$ cat src/rtl/uart_pkg.sv
// Shared definitions for the UART transmit scheduler.
// State encoding, frame constants and bit-period helper.
package uart_pkg;

    typedef enum logic [1:0] {
        IDLE,
        START,
        WAIT,
        GAP
    } state_t;

    // 8N1 frame: start bit, 8 data bits, stop bit
    localparam int FRAME_BITS = 10;

    function automatic int bit_cycles(input int clk_hz, input int bps);
        return clk_hz / bps;
    endfunction

endpackage

$ cat src/rtl/rr_arbiter.sv
// Combinational round-robin arbiter.
// Picks the first masked request at or after ptr, wrapping modulo N.
module rr_arbiter #(
    parameter int N  = 4,
    parameter int IW = $clog2(N)
) (
    input  logic [N-1:0]  req,
    input  logic [N-1:0]  mask,
    input  logic [IW-1:0] ptr,
    output logic [N-1:0]  gnt,
    output logic [IW-1:0] idx
);

    int          j;
    logic [IW-1:0] sel;
    logic        found;

    // Scan from ptr upward and keep the first eligible index
    always_comb begin
        gnt   = '0;
        idx   = '0;
        found = 1'b0;
        j     = 0;
        sel   = '0;
        for (int k = 0; k < N; k++) begin
            j = int'(ptr) + k;
            if (j >= N) begin
                j = j - N;
            end
            sel = IW'(j);
            if (!found && req[sel] && mask[sel]) begin
                found    = 1'b1;
                gnt[sel] = 1'b1;
                idx      = sel;
            end
        end
    end

endmodule

$ cat src/rtl/uart_tx_sched.sv
// Round-robin scheduler sharing one 8N1 UART transmitter.
// Packet lock, stop-bit guard gap and frame watchdog.
module uart_tx_sched
    import uart_pkg::*;
#(
    parameter int NUM_REQ        = 4,
    parameter int UART_BPS       = 9600,
    parameter int CLK            = 50_000_000,
    parameter int GAP_CYCLES     = bit_cycles(CLK, UART_BPS),
    parameter int TIMEOUT_CYCLES = 12 * CLK / UART_BPS
) (
    input  logic                       clk,
    input  logic                       rstn,
    input  logic [NUM_REQ-1:0]         req_valid,
    input  logic [8*NUM_REQ-1:0]       req_data,
    input  logic [NUM_REQ-1:0]         req_last,
    output logic [NUM_REQ-1:0]         req_ready,
    output logic [7:0]                 tx_data,
    output logic                       tx_start,
    input  logic                       tx_done,
    output logic                       busy,
    output logic [$clog2(NUM_REQ)-1:0] grant_id,
    output logic                       err_timeout
);

    localparam int IW = $clog2(NUM_REQ);
    localparam int MAXC = (GAP_CYCLES > TIMEOUT_CYCLES) ?
                          GAP_CYCLES : TIMEOUT_CYCLES;
    localparam int CNT_W = $clog2(MAXC + 1);

    state_t           state;
    logic [IW-1:0]    rr_ptr;
    logic [IW-1:0]    lock_id;
    logic             lock;
    logic [CNT_W-1:0] cnt;

    logic [NUM_REQ-1:0] mask;
    logic [NUM_REQ-1:0] gnt;
    logic [IW-1:0]      win_idx;
    logic [7:0]         win_data;
    logic               accept;

    function automatic logic [IW-1:0] inc_id(input logic [IW-1:0] i);
        if (int'(i) == NUM_REQ - 1) begin
            return '0;
        end
        return i + 1'b1;
    endfunction

    assign mask = lock ? ({{(NUM_REQ-1){1'b0}}, 1'b1} << lock_id)
                       : '1;

    rr_arbiter #(
        .N  (NUM_REQ),
        .IW (IW)
    ) u_arb (
        .req  (req_valid),
        .mask (mask),
        .ptr  (rr_ptr),
        .gnt  (gnt),
        .idx  (win_idx)
    );

    assign req_ready = (rstn && state == IDLE) ? gnt : '0;
    assign accept    = |(req_valid & req_ready);

    // Select the winning requester's byte
    always_comb begin
        win_data = 8'h00;
        for (int i = 0; i < NUM_REQ; i++) begin
            if (win_idx == IW'(i)) begin
                win_data = req_data[8*i +: 8];
            end
        end
    end

    // Scheduler FSM with registered transmitter-side outputs
    always_ff @(posedge clk or negedge rstn) begin
        if (!rstn) begin
            state       <= IDLE;
            tx_start    <= 1'b0;
            tx_data     <= 8'h00;
            busy        <= 1'b0;
            grant_id    <= '0;
            err_timeout <= 1'b0;
            rr_ptr      <= '0;
            lock        <= 1'b0;
            lock_id     <= '0;
            cnt         <= '0;
        end else begin
            tx_start    <= 1'b0;
            err_timeout <= 1'b0;
            unique case (state)
                IDLE: begin
                    if (accept) begin
                        tx_data  <= win_data;
                        grant_id <= win_idx;
                        tx_start <= 1'b1;
                        busy     <= 1'b1;
                        state    <= START;
                        if (req_last[win_idx]) begin
                            lock   <= 1'b0;
                            rr_ptr <= inc_id(win_idx);
                        end else begin
                            lock    <= 1'b1;
                            lock_id <= win_idx;
                        end
                    end
                end
                START: begin
                    cnt   <= CNT_W'(TIMEOUT_CYCLES - 1);
                    state <= WAIT;
                end
                WAIT: begin
                    if (tx_done) begin
                        cnt   <= CNT_W'(GAP_CYCLES - 1);
                        state <= GAP;
                    end else if (cnt <= CNT_W'(1)) begin
                        err_timeout <= 1'b1;
                        lock        <= 1'b0;
                        rr_ptr      <= inc_id(grant_id);
                        cnt         <= CNT_W'(GAP_CYCLES - 1);
                        state       <= GAP;
                    end else begin
                        cnt <= cnt - 1'b1;
                    end
                end
                GAP: begin
                    if (cnt == '0) begin
                        busy  <= 1'b0;
                        state <= IDLE;
                    end else begin
                        cnt <= cnt - 1'b1;
                    end
                end
                default: begin
                    busy  <= 1'b0;
                    state <= IDLE;
                end
            endcase
        end
    end

endmodule

$ cat config.mk
export PLATFORM = sky130hd
export DESIGN_NAME = uart_tx_sched
export DESIGN_NICKNAME = d
export VERILOG_FILES = /design/src/rtl/uart_pkg.sv /design/src/rtl/rr_arbiter.sv /design/src/rtl/uart_tx_sched.sv
export SDC_FILE = /design/constraint.sdc
export NUM_CORES = 1
export LEC_CHECK = 0
export ABC_AREA = 1
export BUFFER_PORTS_ARGS = -buffer_cell sky130_fd_sc_hd__clkbuf_2
export CAP_MARGIN = 25
export CORE_UTILIZATION = 35
export DETAILED_ROUTE_END_ITERATION = 12
export GPL_TIMING_DRIVEN = 1
export PLACE_DENSITY = 0.6
export SLEW_MARGIN = 0
export SYNTH_ARGS = -nofsm -noshare
export SYNTH_HDL_FRONTEND = slang
export SYNTH_SLANG_ARGS = --single-unit
$ cat constraint.sdc
create_clock -name clk -period 3.9 [get_ports clk]
set_input_delay 0 -clock clk [delete_from_list [all_inputs] [get_ports clk]]
set_output_delay 0 -clock clk [all_outputs]
set_load 0.05 [all_outputs]
== After elaboration in Yosys (flattened, before gate mapping) ==
Index checks and enable logic that the tools add are counted.
Storage, ports and cells
  register bits after elaboration: 36
  word-level logic and storage cells: 170
  bits of input ports: 43
Operators by class
  bitwise operators: 5
  shift-type cells: 1
  $add $sub $neg: 10
  reductions and logical operators: 29
  mux-type cells: 86
  equality and inequality tests: 15
  magnitude comparators: 14
Operators by type and width (count)
  two-way mux 16 bit: 3
  case mux 16 bit (3 select lines): 1
  two-way mux 2 bit: 20
  two-way mux 1 bit: 35
  two-way mux 8 bit: 4
  two-way mux 4 bit: 6
  binary-select mux 1 bit (select 2 bit): 9
  less-or-equal comparator 16 x 1 -> 1 bit, second input constant: 1
  logical NOT 16 bit: 1
  subtractor 16 x 1 -> 16 bit, second input constant: 1
  < comparator 2 x 3 -> 1 bit, second input constant: 5
  logical AND 1 bit: 12
  bitwise OR 4 bit: 3
  != test 2 bit, second input constant: 5
  greater-or-equal comparator 3 bit, second input constant: 3
  AND reduction 3 bit: 3
  demux 1 bit (select 2 bit): 4
  == test 2 x 1 -> 1 bit, second input constant: 4
  == test 2 bit, second input constant: 4
  greater-or-equal comparator 2 x 1 -> 1 bit, second input constant: 4
  case mux 2 bit (4 select lines): 1
  subtractor 2 x 1 -> 2 bit, second input constant: 4
  adder 2 x 2 -> 3 bit, second input constant: 2
  AND reduction 5 bit: 1
  other kinds (17): 24

== Longest topological paths before layout ==
Gate-level depths: netlist (run 1).
  depth in word-level cells: 27
  gate-level depth with buffers: 23
  depth with buffers taken out: 21

== Modules after synthesis ==
Synthesis (run 1) repeated with hierarchy kept, for this count alone.
Unflattened totals
  cells, all modules: 416
  area, all modules: 2879.0 µm²
By module, submodules not included
  uart_tx_sched: cells an instance 336, area each 2417.3 µm², instances 1
  rr_arbiter: cells an instance 80, area each 461.7 µm², instances 1

== Least setup slack after synthesis (run 1) ==
OpenSTA, ideal clock, no wires.
  path kind: reg-to-reg
  from: register rr_ptr[0]
  to: register tx_data[0]
  cell stages (with the launch flop): 20
  path buffers: 2
  arrival: 2738 ps
  slack: 1044 ps
  clock period less this slack: 2856 ps
  cells stage by stage: dfrtp_1 -> inv_1 -> ha_1 -> inv_1 -> nand4_1 -> nand2_2 -> nor2_4 -> buf_6 -> nand2_2 -> nand2_1 -> nand2_2 -> nand2_2 -> inv_1 -> ha_1 -> clkbuf_1 -> inv_1 -> o21ai_0 -> o21ai_0 -> nand2_1 -> nand2_1
Between the ends
  word-level cells in the longest chain between the ends: 23
  elaborated cells on any way between the ends: 87
RTL lines
  start: declaration: RTL line uart_tx_sched.sv:32  | logic [IW-1:0] rr_ptr;
  start signal: assignment: RTL line uart_tx_sched.sv:103  | rr_ptr <= inc_id(win_idx);
  start signal: assignment: RTL line uart_tx_sched.sv:121  | rr_ptr <= inc_id(grant_id);
  branches (longest 17 deep; another with adder 2 x 1 -> 3 bit)
  two-way mux 2 bit (*): RTL line rr_arbiter.sv:31  | if (!found && req[sel] && mask[sel]) begin
  named net u_arb.idx[0]: RTL line rr_arbiter.sv:11  | output logic [IW-1:0] idx
  logical NOT 2 bit: RTL line uart_tx_sched.sv:71  | if (win_idx == IW'(i)) begin
  two-way mux 8 bit (3 in a row): RTL line uart_tx_sched.sv:71
  two-way mux 8 bit (*): RTL line uart_tx_sched.sv:71
  end signal: assignment: RTL line uart_tx_sched.sv:96  | tx_data <= win_data;
  end: declaration: RTL line uart_tx_sched.sv:18  | output logic [7:0] tx_data,
Mark *: on every way through the listed nets, which the timed path passes. The select of a mux whose other input is x is not followed.
A chain may end at the register's enable or synchronous reset.

== Worst setup path in the final report (run 1) ==
  from: register rr_ptr[1]
  to: register tx_data[0]
Same word-level chain as after synthesis.

==> results of run 1 <==
layout by cell type (no fill, tap or decap), drive strengths merged, types with 3 or more instances in the layout:
cell,count
nand2,132
clkbuf,64
nand3,50
inv,45
dfrtp,36
o21ai,34
nor2,30
ha,19
a21oi,17
nor3,9
xor2,8
nor3b,5
nand4,4
nand3b,3
dlygate4sd3,3
Yosys cell counts (all sizes together):
library cell	number
nor2	30
o221ai	1
o21bai	1
nand3	50
dfrtp	36
nor3b	5
a21oi	17
nand3b	3
a32oi	1
xnor2	1
buf	5
o2111a	1
o21ai	34
inv	45
nand2	132
o22a	1
o211ai	1
a21boi	1
ha	19
clkinv	1
o31ai	2
nor3	9
nand4	4
xor2	8
clkbuf	4
nor4	1
and2	1
power groups by stage:
stage	clock network, uW	logic, uW	registers (uW)
finish	275	2500	604
global route	305	2840	626
CTS	287	2510	605
detailed placement	0	2490	609
global placement	0	2470	608
floorplan	0	1870	757
flip-flops by register name (all words and copies together) (netlist names), 2 cells and up:
name / flops
cnt: 16
tx_data: 8
grant_id: 2
lock_id: 2
rr_ptr: 2
state: 2
repair_timing:
item	in CTS	in global routing
setup endpoints to repair	0	0
endpoints found under the hold margin	38	0
hold buffers	3	0
layer usage:
metal / up-vias / track usage, % / part of all wire, %
li1: 1476 / - / -
met4: 0 / 5.38 / 1.3
met2: 49 / 28.7 / 47
met5: - / 0 / 0
met1: 1285 / 23.4 / 49
met3: 9 / 2.85 / 3.6
worst register-to-register path, stage by stage, from the launching register on:
cell and delay (ns):
dfrtp_1 0.52, inv_1 0.23, ha_1 0.34, inv_1 0.08
nand4_1 0.12, nand2_2 0.12, nor2_4 0.32, nand2_2 0.11
nand2_2 0.08, o21ai_2 0.05, nand2_2 0.11, clkinv_2 0.11
ha_1 0.31, inv_1 0.24, nand3_1 0.11, nand2_1 0.07
o21ai_0 0.06, o21ai_0 0.18, nand2_1 0.08, nand2_1 0.05
worst paths after layout:
path                              endpoint  depth (start not counted)
min in group asynchronous           cnt[6]                          3
worst max-delay path            tx_data[0]                         19
worst min register to register  tx_data[1]                          2
worst max register to register  tx_data[0]                         19
max in group asynchronous       lock_id[0]                          3
worst min-delay path            tx_data[7]                          5
metrics by stage:
step                cell area (um^2)  power (uW)  utilization [%]  hold WS, ns  setup slack (ns)
finish                          3440        3380             42.0       0.0140             0.576
floorplan                       2930        2620                -       -0.296              1.04
CTS                             3440        3400             42.0      0.00710             0.591
global route                    3440        3770             42.0      0.00489             0.171
global placement                3310        3080             40.5        0.145             0.743
detailed placement              3310        3100             40.5        0.138             0.609
cells by family after synthesis:
group                      Yosys count
and+or+nand+nor                    235
buffers and inverters               55
xor gates and xnor gates             9
adders and majority gates           19
DFF                                 36
AOI/OAI and AO/OA                   60
area by class of cell:
class                   count  area, um^2
clock buffers               5        68.8
inverters                  46         176
fillers                   883        4740
clock inverters             3        23.8
flip-flops and latches     36         901
repair buffers             64         340
multi-input cells         323        1800
well taps                 105         131
==> impl_results.md, run 1 <==
* Synth area leaders: dfrtp_1 31%, nand2_1 15%, ha_1 8.1%
* CP dominant cell by count: nand2_2
* Final hold violations at 0
* Worst slew pin tran at 0.583 ns
* Height of the die at 93.5 um
* Post-CTS setup buffers at 0
* Critical-path top delay cell: dfrtp_1
* PwrDens at 983 nW/um^2
* H-tree levels at 2
* Clock network power share at 8.1%
* Buf/Inv on CP at 4
* Placed insts at 571
* Chip Width at 93.5 um
* Outcome: finished, final reports clean
* Synth Register Bits at 36
* Antenna Nets Post-Route at 0
* Gr usage total at 17.5%
* Clk Latency, worst-skew pair at 0.30 ns
* Max Slew Vio Count at 0
* Post-synth top area share at 30.7%
* Layout cells sized above 1 at 22.0%
* Final Cycle Share at 85.2%
* Num rows at 33
* Largest net degree at the start of global routing at 37
* Sequential share of power at 17.9%
* Dpl hpwl at 5.52 mm
* Post-synth top area cell: dfrtp_1
* Synth warn at 0
* P&R area growth vs syn at 17.2%
* Synthesized area at 2930 um^2
* CTS root buf: clkbuf_8
* Inserted Diodes at 0
* CP top delay family: simple AND/OR/NAND/NOR gates
* Routed wire per std cell at 12.2 um
* P_sw at 1960 uW
* Hold_sp: req_data[31]
* Compound-Gate Fraction of Synth Area at 11.5%
* CP endpoint kind: flop
* CP Cell Sequence: inv_1 -> ha_1 -> inv_1 -> nand4_1 -> nand2_2 -> nor2_4 -> nand2_2 -> nand2_2 -> o21ai_2 -> nand2_2 -> clkinv_2 -> ha_1 -> inv_1 -> nand3_1 -> nand2_1 -> o21ai_0 -> o21ai_0 -> nand2_1 -> nand2_1
* Nets@finish at 538
* Hold crit path type: in -> reg
* DR vias at 2819
* Grt ovf at 0
* Setup violators final at 0
* CTS tree: done
* Final wirelength at 7.07 mm
* Initial DRT Pass Iterations at 4
* Logic gate share of total power at 74.0%
* Drt via density at 4.84
* Adder-Cell Fraction of Synth Area at 8.11%
* R2R setup slack at 0.58 ns
* Clock tree buffer depth at 2
* Maximum clock frequency at 301 MHz
* Post-synthesis simple-gate area fraction at 38.9%
* Iteration-0 DRC Markers at 142
* RSZ-0062 raised after global routing: no
* Starting Density at 35.9%
* Minimum clock period at 3.32 ns
* Leak Pwr at 0.00180 uW
* Sw frac at 57.9%
* CTS Buf Count at 5
* P_int at 1420 uW
* Post-Synth XOR/XNOR Area at 2.69%
* Max_slew headroom at 61.1%
* Cells after Synth at 414
* First-pass GRT wire length at 12.0 mm
* Sequential cell area fraction in the yosys report at 30.7%
* Crit path DAT at 3.56 ns
* Syn avg cell area at 7.08 um^2
* Netlist cell types at 37
* Multiplexer share of the synthesized area at 0%
* Syn Nets at 476
* CP peak stage delay at 0.52 ns
* Worst-path clk slew at 0.08 ns
* Initial antenna violation count at 0
* Io pins at 60
* Vias in the first global route at 2602
* Resized cells post-CTS at 0
* Final GP Congestion at 0.813
* Max-cap violation count at 0
* Remaining DRCs at 0
* I/O Buffers at 59
* Die Footprint at 8750 um^2
* Final Skew at 0.00539 ns
* Final non-filler cell total at 582
* Worst vdd ir at 0.435 mV
* Reg-to-reg startpoint: rr_ptr[1]
* CP startpoint: rr_ptr[1]
* Startpoint type of the worst setup path: flop
* Setup TNS Final at 0 ns
* Clock sink total at 36
* Core area at 8180 um^2
* Maximum fanout along the worst path at 11
* Largest family of logic cells by synthesized area: simple AND/OR/NAND/NOR gates
* Critical setup path kind: reg -> reg
* CP required at 4.14 ns
Note: power is estimated with default switching activity, not from simulation.
==> run 2, diff against run 1 <==
- SKIP_CTS_REPAIR_TIMING: unset -> 1
- SLEW_MARGIN: 0 -> 5
- clock period: 3.9 -> 3.16 ns (I/O delays scaled with it)
==> run 2 against run 1 <==
Utilization increased by 0.29 points; register-to-register slack got worse by 0.23 ns; design area is 0.69% higher; clock skew barely moved; flip-flop and latch count stayed put; setup slack worse by 0.23 ns; first-iteration DRC count down 23%; cell count up 0.52%; critical path depth is the same; sequential power grew 24%; via count up 0.43%; fmax increased by 18%.
==> impl_results.md, run 2 (synthesis gave the netlist of run 1 again) <==
* Outcome: finished, final reports clean
* Starting Density at 35.9% (unchanged)
* Max Slew Vio Count at 0 (unchanged)
* Final GP Congestion at 0.856 (+5.3%)
* Maximum fanout along the worst path at 9 (-2)
* Final Cycle Share at 89.1% (+3.8 points)
* Overall power at 4230 uW (+25%)
* Routed wire per std cell at 12.0 um (-0.92%)
* Gr usage total at 17.2% (-0.31 points)
* Largest net degree at the start of global routing at 37 (unchanged)
* Sw frac at 57.3% (-0.54 points)
* I/O Buffers at 59 (unchanged)
* Critical-path top delay cell: dfrtp_2
* Hold Crit Depth at 5 (unchanged)
* RSZ-0062 raised after global routing: no
* CP Cell Sequence: inv_1 -> ha_1 -> inv_1 -> nand4_1 -> nand2_2 -> nor2_4 -> nand2_2 -> nand2_2 -> o21ai_2 -> nand2_2 -> clkinv_2 -> ha_1 -> inv_2 -> nand3_1 -> nand2_1 -> o21ai_0 -> o21ai_0 -> nand2_1 -> nand2_1
* Antenna Nets Post-Route at 0 (unchanged)
* Clk Latency, worst-skew pair at 0.29 ns (about the same)
* DR vias at 2831 (+0.43%)
* Inserted Diodes at 0 (unchanged)
* Number of cells on the worst reg-to-reg path at 19 (unchanged)
* Most common cell after layout, fill and taps aside: nand2_1
* Reg-to-reg startpoint: rr_ptr[1]
* Maximum clock frequency at 355 MHz (+18%)
* Minimum clock period at 2.82 ns (-0.509 ns)
* Worst slew pin tran at 0.564 ns (-0.0189 ns)
* Final wirelength at 7.05 mm (-0.41%)
* Num rows at 33 (unchanged)
* Clock sink total at 36 (unchanged)
* Iteration-0 DRC Markers at 110 (-23%)
* CTS tree: done
* Die Footprint at 8750 um^2 (unchanged)
* First-pass GRT wire length at 12.0 mm (+0.46%)
* CP endpoint kind: flop
* Final Skew at 0.00583 ns (+0.000433 ns)
* CP peak stage delay at 0.46 ns (-0.06 ns)
* Initial DRT Pass Iterations at 4 (unchanged)
* Final hold violations at 0 (unchanged)
* Worst-path clk slew at 0.08 ns (about the same)
* Logic gate share of total power at 74.3% (+0.3 points)
* Remaining DRCs at 0 (unchanged)
* Dpl hpwl at 5.62 mm (+1.8%)
* P_sw at 2430 uW (+24%)
* Reg-to-reg endpoint: tx_data[4]
* CP required at 3.39 ns (-0.75 ns)
* Core area at 8180 um^2 (unchanged)
* R2R setup slack at 0.34 ns (-0.23 ns)
* PwrDens at 1220 nW/um^2 (+24%)
* Buf/Inv on CP at 4 (unchanged)
* CTS Buf Count at 5 (unchanged)
* Leak Pwr at 0.00181 uW (+0.67%)
* Crit path DAT at 3.05 ns (-0.51 ns)
* Height of the die at 93.5 um (unchanged)
* CP dominant cell by count: nand2_2
* Largest registers: cnt (16), tx_data (8)
* Sequential share of power at 17.6% (-0.3 points)
* P_int at 1810 uW (+27%)
* Setup violators final at 0 (unchanged)
* Nets@finish at 541 (+0.56%)
* Most flops, register: cnt
* Max-cap violation count at 0 (unchanged)
* Max_slew headroom at 62.3% (+1.3 points)
* Vias in the first global route at 2709 (+4.1%)
* Grt ovf at 0 (unchanged)
* Fillers at 879 (-0.45%)
* Worst hold endpoint: tx_data[3]
* CTS root buf: clkbuf_8
* Setup TNS Final at 0 ns (unchanged)
* Most frequent cells in the layout: 116 x nand2_1, 59 x clkbuf_2, 42 x inv_1
* Io pins at 60 (unchanged)
* H-tree levels at 2 (unchanged)
* Layout cells sized above 1 at 23.3% (+1.3 points)
* CP top delay family: simple AND/OR/NAND/NOR gates
* Max reg flops at 16 (unchanged)
* Drt via density at 4.84 (about the same)
* Hold crit path type: in -> reg
* Hold_sp: req_data[27]
* Chip Width at 93.5 um (unchanged)
* Critical setup path kind: reg -> reg
* Initial antenna violation count at 0 (unchanged)
* Clock tree buffer depth at 2 (unchanged)
* P&R area growth vs syn at 18.1%
* Startpoint type of the worst setup path: flop
* Clock network power share at 8.0% (about the same)
* Worst vdd ir at 0.603 mV (+39%)
run 2: per-stage QoR:
step                std cells  instance area (um^2)  util, %  worst slack (ns)  hold slack (ns)
finish                    585                  3460     42.3             0.345           0.0153
global route              585                  3460     42.3            0.0270           0.0227
CTS                       583                  3440     42.0             0.188           -0.167
detailed placement        575                  3340     40.9             0.208            0.153
global placement          575                  3340     40.9             0.306            0.145
floorplan                 414                  2930        -             0.304           -0.296
run 2: final cells by class:
class	instances	area (um^2)	share of cell area (%)
repair buffers	67	360	10.4
well taps	105	131	3.80
inverters	46	176	5.10
clock buffers	5	68.8	1.99
flip-flops and latches	36	902	26.1
multi-input cells	323	1800	52.0
clock inverters	3	23.8	0.687
run 2: worst min-delay path, stage by stage:
cell and delay (ns):
clkbuf_2 0.08, nand2_1 0.04, o21ai_0 0.06, nand2_1 0.05, nand2_1 0.05
run 2: worst max-delay path by stage:
stage | slack, ns | cells past startpoint | start | to
4_1_cts | 0.19 | 19 | rr_ptr[1] | tx_data[0]
3_5_place_dp | 0.21 | 19 | rr_ptr[1] | tx_data[1]
2_1_floorplan | 0.30 | 19 | rr_ptr[0] | tx_data[0]
6_report | 0.34 | 19 | rr_ptr[1] | tx_data[4]
5_1_grt | 0.03 | 18 | rr_ptr[1] | tx_data[4]
3_3_place_gp | 0.31 | 18 | rr_ptr[1] | tx_data[0]
run 2: routing by layer:
layer  part of all wire [%]  track usage, %  vias up
met4                    1.4            5.38        0
met1                     48            22.9     1299
li1                       -               -     1477
met5                      0               0        -
met2                     47            28.2       47
met3                    2.9            2.93        8
run 2: power by group through the flow:
stage	logic (uW)	clock network [uW]	registers [uW]
global placement	3120	0	751
detailed placement	3150	0	750
CTS	3160	353	744
global route	3580	366	769
floorplan	2300	0	934
finish	3150	340	746
==> run 3, diff against run 2 <==
- SYNTH_HIERARCHICAL: unset -> 1
==> run 3 against run 2 <==
Count of clock-buffer cells in the layout up 2; non-clock buffer count up 7; flip-flop and latch count unchanged; die area down 1.8%; synthesized area down 1.8%; largest power group unchanged; critical path depth down 4; sequential power up 4.3%; wire length down 0.26%; synthesized cell count up 0.48%; total power down 5.2%; design area up 0.25%; setup slack better by 0.023 ns.
==> impl_results.md, run 3 <==
* Io pins at 60 (unchanged)
* Final GP Congestion at 0.867 (+1.3%)
* CP required at 3.37 ns (-0.02 ns)
* Worst slew pin tran at 0.464 ns (-0.0999 ns)
* Clock sink total at 36 (unchanged)
* Final Cycle Share at 88.3% (-0.74 points)
* Inserted Diodes at 0 (unchanged)
* Setup violators final at 0 (unchanged)
* Commonest cells in the netlist: 121 x nand2_1, 50 x nand3_1, 47 x nor2_1
* P&R area growth vs syn at 20.5%
* CTS Buf Count at 5 (unchanged)
* Fillers at 834 (-5.1%)
* Max-cap violation count at 0 (unchanged)
* Clock tree buffer depth at 2 (unchanged)
* Worst vdd ir at 0.781 mV (+30%)
* CP endpoint kind: flop
* Post-synth top area share at 31.3% (+0.56 points)
* Ys flop type: dfrtp_1
* Sequential cell area at 901 um^2 (-0.14%)
* Sequential cell area fraction in the yosys report at 31.3% (+0.56 points)
* PwrDens at 1160 nW/um^2 (-5.5%)
* Leak Pwr at 0.00178 uW (-1.9%)
* CTS tree: done
* Vias in the first global route at 2575 (-4.9%)
* CP peak stage delay at 0.37 ns (-0.09 ns)
* Area of the multi-input gates at 1740 um^2 (-3.5%)
* Max reg flops at 16 (unchanged)
* Count leader, synth: nand2_1
* Maximum fanout along the worst path at 12 (+3)
* Syn Nets at 477 (+0.21%)
* Dpl hpwl at 5.43 mm (-3.4%)
* Synthesized area at 2880 um^2 (-1.8%)
* Die Footprint at 8590 um^2 (-1.8%)
* Minimum clock period at 2.79 ns (-0.0234 ns)
* Most frequent cells in the layout: 121 x nand2_1, 59 x clkbuf_2, 50 x nand3_1
* Iteration-0 DRC Markers at 118 (+7.3%)
* First-pass GRT wire length at 11.9 mm (-1.1%)
* Most common cell after layout, fill and taps aside: nand2_1
* Largest net degree at the start of global routing at 37 (unchanged)
* Starting Density at 36.7% (+0.83 points)
* Post-layout worst setup margin at 0.368 ns (+0.0234 ns)
* Height of the die at 92.7 um (-0.88%)
* Outcome: finished, final reports clean
* Final wirelength at 7.03 mm (-0.26%)
* Startpoint type of the worst setup path: flop
* Maximum clock frequency at 358 MHz (+0.84%)
* Cells after Synth at 416 (+0.48%)
* I/O Buffers at 59 (unchanged)
* Max Slew Vio Count at 0 (unchanged)
* Gr usage total at 17.3% (+0.15 points)
* Chip Width at 92.7 um (-0.88%)
* Final hold violations at 0 (unchanged)
* RSZ-0062 raised after global routing: no
* Crit path DAT at 3.00 ns (-0.05 ns)
* Nets@finish at 551 (+1.8%)
* CP Cell Sequence: inv_1 -> ha_1 -> nand2_1 -> nand2_4 -> nor2_4 -> nand3_1 -> nand3_1 -> inv_1 -> ha_1 -> nor2_1 -> buf_4 -> nand2_1 -> nand2_1 -> o211ai_1 -> a31oi_1
* Drt via density at 4.79 (-1.1%)
* Hold crit path type: in -> reg
* Fraction of registers with async set/reset at 100% (unchanged)
* Initial DRT Pass Iterations at 4 (unchanged)
* Most flops, register: cnt
* CTS root buf: clkbuf_8
* Antenna Nets Post-Route at 0 (unchanged)
* Number of flops mapped to enable cells by yosys at 0 (unchanged)
* Critical-path top delay cell: dfrtp_1
* Synth area leaders: dfrtp_1 31%, nand2_1 16%, nand3_1 8.7%
* Routed wire per std cell at 11.8 um (-1.6%)
* Initial antenna violation count at 0 (unchanged)
* Worst-path clk slew at 0.08 ns (about the same)
* Core area at 7850 um^2 (-4.0%)
* Final Skew at 0.0119 ns (+0.00603 ns)
* DR vias at 2839 (+0.28%)
* Critical setup path kind: reg -> reg
* Netlist cell types at 31 (-16%)
* H-tree levels at 2 (unchanged)
* Synth Register Bits at 36 (unchanged)
* Clk Latency, worst-skew pair at 0.29 ns (about the same)
* Syn avg cell area at 6.92 um^2 (-2.3%)
* Remaining DRCs at 0 (unchanged)
* Overall power at 4010 uW (-5.2%)
* Post-synth top area cell: dfrtp_1
* Layout cells sized above 1 at 20.2% (-3.2 points)
* Synth warn at 6 (+6)
* Place WS at 0.360 ns (+0.152 ns)
* Setup TNS Final at 0 ns (unchanged)
* CP dominant cell by count: nand2_1
* Num rows at 32 (-3.0%)
* Min Hold Slack at 0.0132 ns (-0.00210 ns)
* Largest registers: cnt (16), tx_data (8)
* Max_slew headroom at 69.1% (+6.7 points)
* Grt ovf at 0 (unchanged)
-- run 3: changes by cell type after synthesis, moves of 6 or more --
cell | previous run | this run
nor3_1 | 9 | 2
o211ai_1 | 1 | 8
o21ai_0 | 28 | 16
a31oi_1 | 0 | 8
nor2_1 | 27 | 47
nand3_2 | 10 | 4
nand2_2 | 14 | 4
nand3_1 | 40 | 50
xor2_1 | 8 | 2
-- run 3: critical path: cells and delay by family (launching register included) --
kind | cells | cell delay [ns]
AO/OA/AOI/OAI | 2 | 0.23
adder cells (fa/ha/maj) | 2 | 0.60
buffers and inverters | 3 | 0.47
flip-flops | 1 | 0.37
AND/OR/NAND/NOR | 8 | 1.05
-- run 3: final timing paths --
kind,cells after the start,end,slack [ns],start
worst max register to register,15,tx_data[5],0.37,rr_ptr[1]
worst min-delay path,3,tx_data[3],0.01,req_data[19]
worst min register to register,2,busy,0.52,busy
max in group asynchronous,3,grant_id[0],2.46,rstn
min in group asynchronous,3,cnt[12],0.37,rstn
worst max-delay path,15,tx_data[5],0.37,rr_ptr[1]
-- run 3: kinds of logic after synthesis --
logic type | count (synthesis) | share of synthesized area (%)
buf+inv | 55 | 8.52
xor+xnor | 6 | 1.83
fa+ha+maj | 18 | 7.82
compound gates | 52 | 10.3
flops | 36 | 31.3
simple gates | 249 | 40.2
-- run 3: per-stage QoR --
step                util, %  instances  instance area [um^2]
global route           44.2        593                  3470
floorplan                 -        416                  2880
global placement       41.8        575                  3280
finish                 44.2        593                  3470
detailed placement     41.8        575                  3280
CTS                    42.9        583                  3370
-- run 3: layer usage --
metal  vias up  global-route usage [%]  part of all wire, %
met5         -                       0                    0
met3         7                    3.61                  5.2
met4         0                    4.49                 0.93
met1      1268                    23.8                   50
li1       1494                       -                    -
met2        70                    27.7                   44
-- run 3: power by group --
part | total [uW] | leakage (uW) | switching [uW] | internal, uW
clock network | 327 | 0.0000424 | 170 | 158
registers | 778 | 0.000426 | 144 | 634
logic | 2910 | 0.00131 | 1970 | 942
total | 4010 | 0.00178 | 2280 | 1730
-- run 3: cell type report --
cell class | instances | area share [%]
Clock buffer | 7 | 2.20
Sequential cell | 36 | 26.0
Timing Repair Buffer | 74 | 12.5
Multi-Input combinational cell | 325 | 50.0
Tap cell | 102 | 3.68
Inverter | 48 | 5.41
Clock inverter | 1 | 0.252
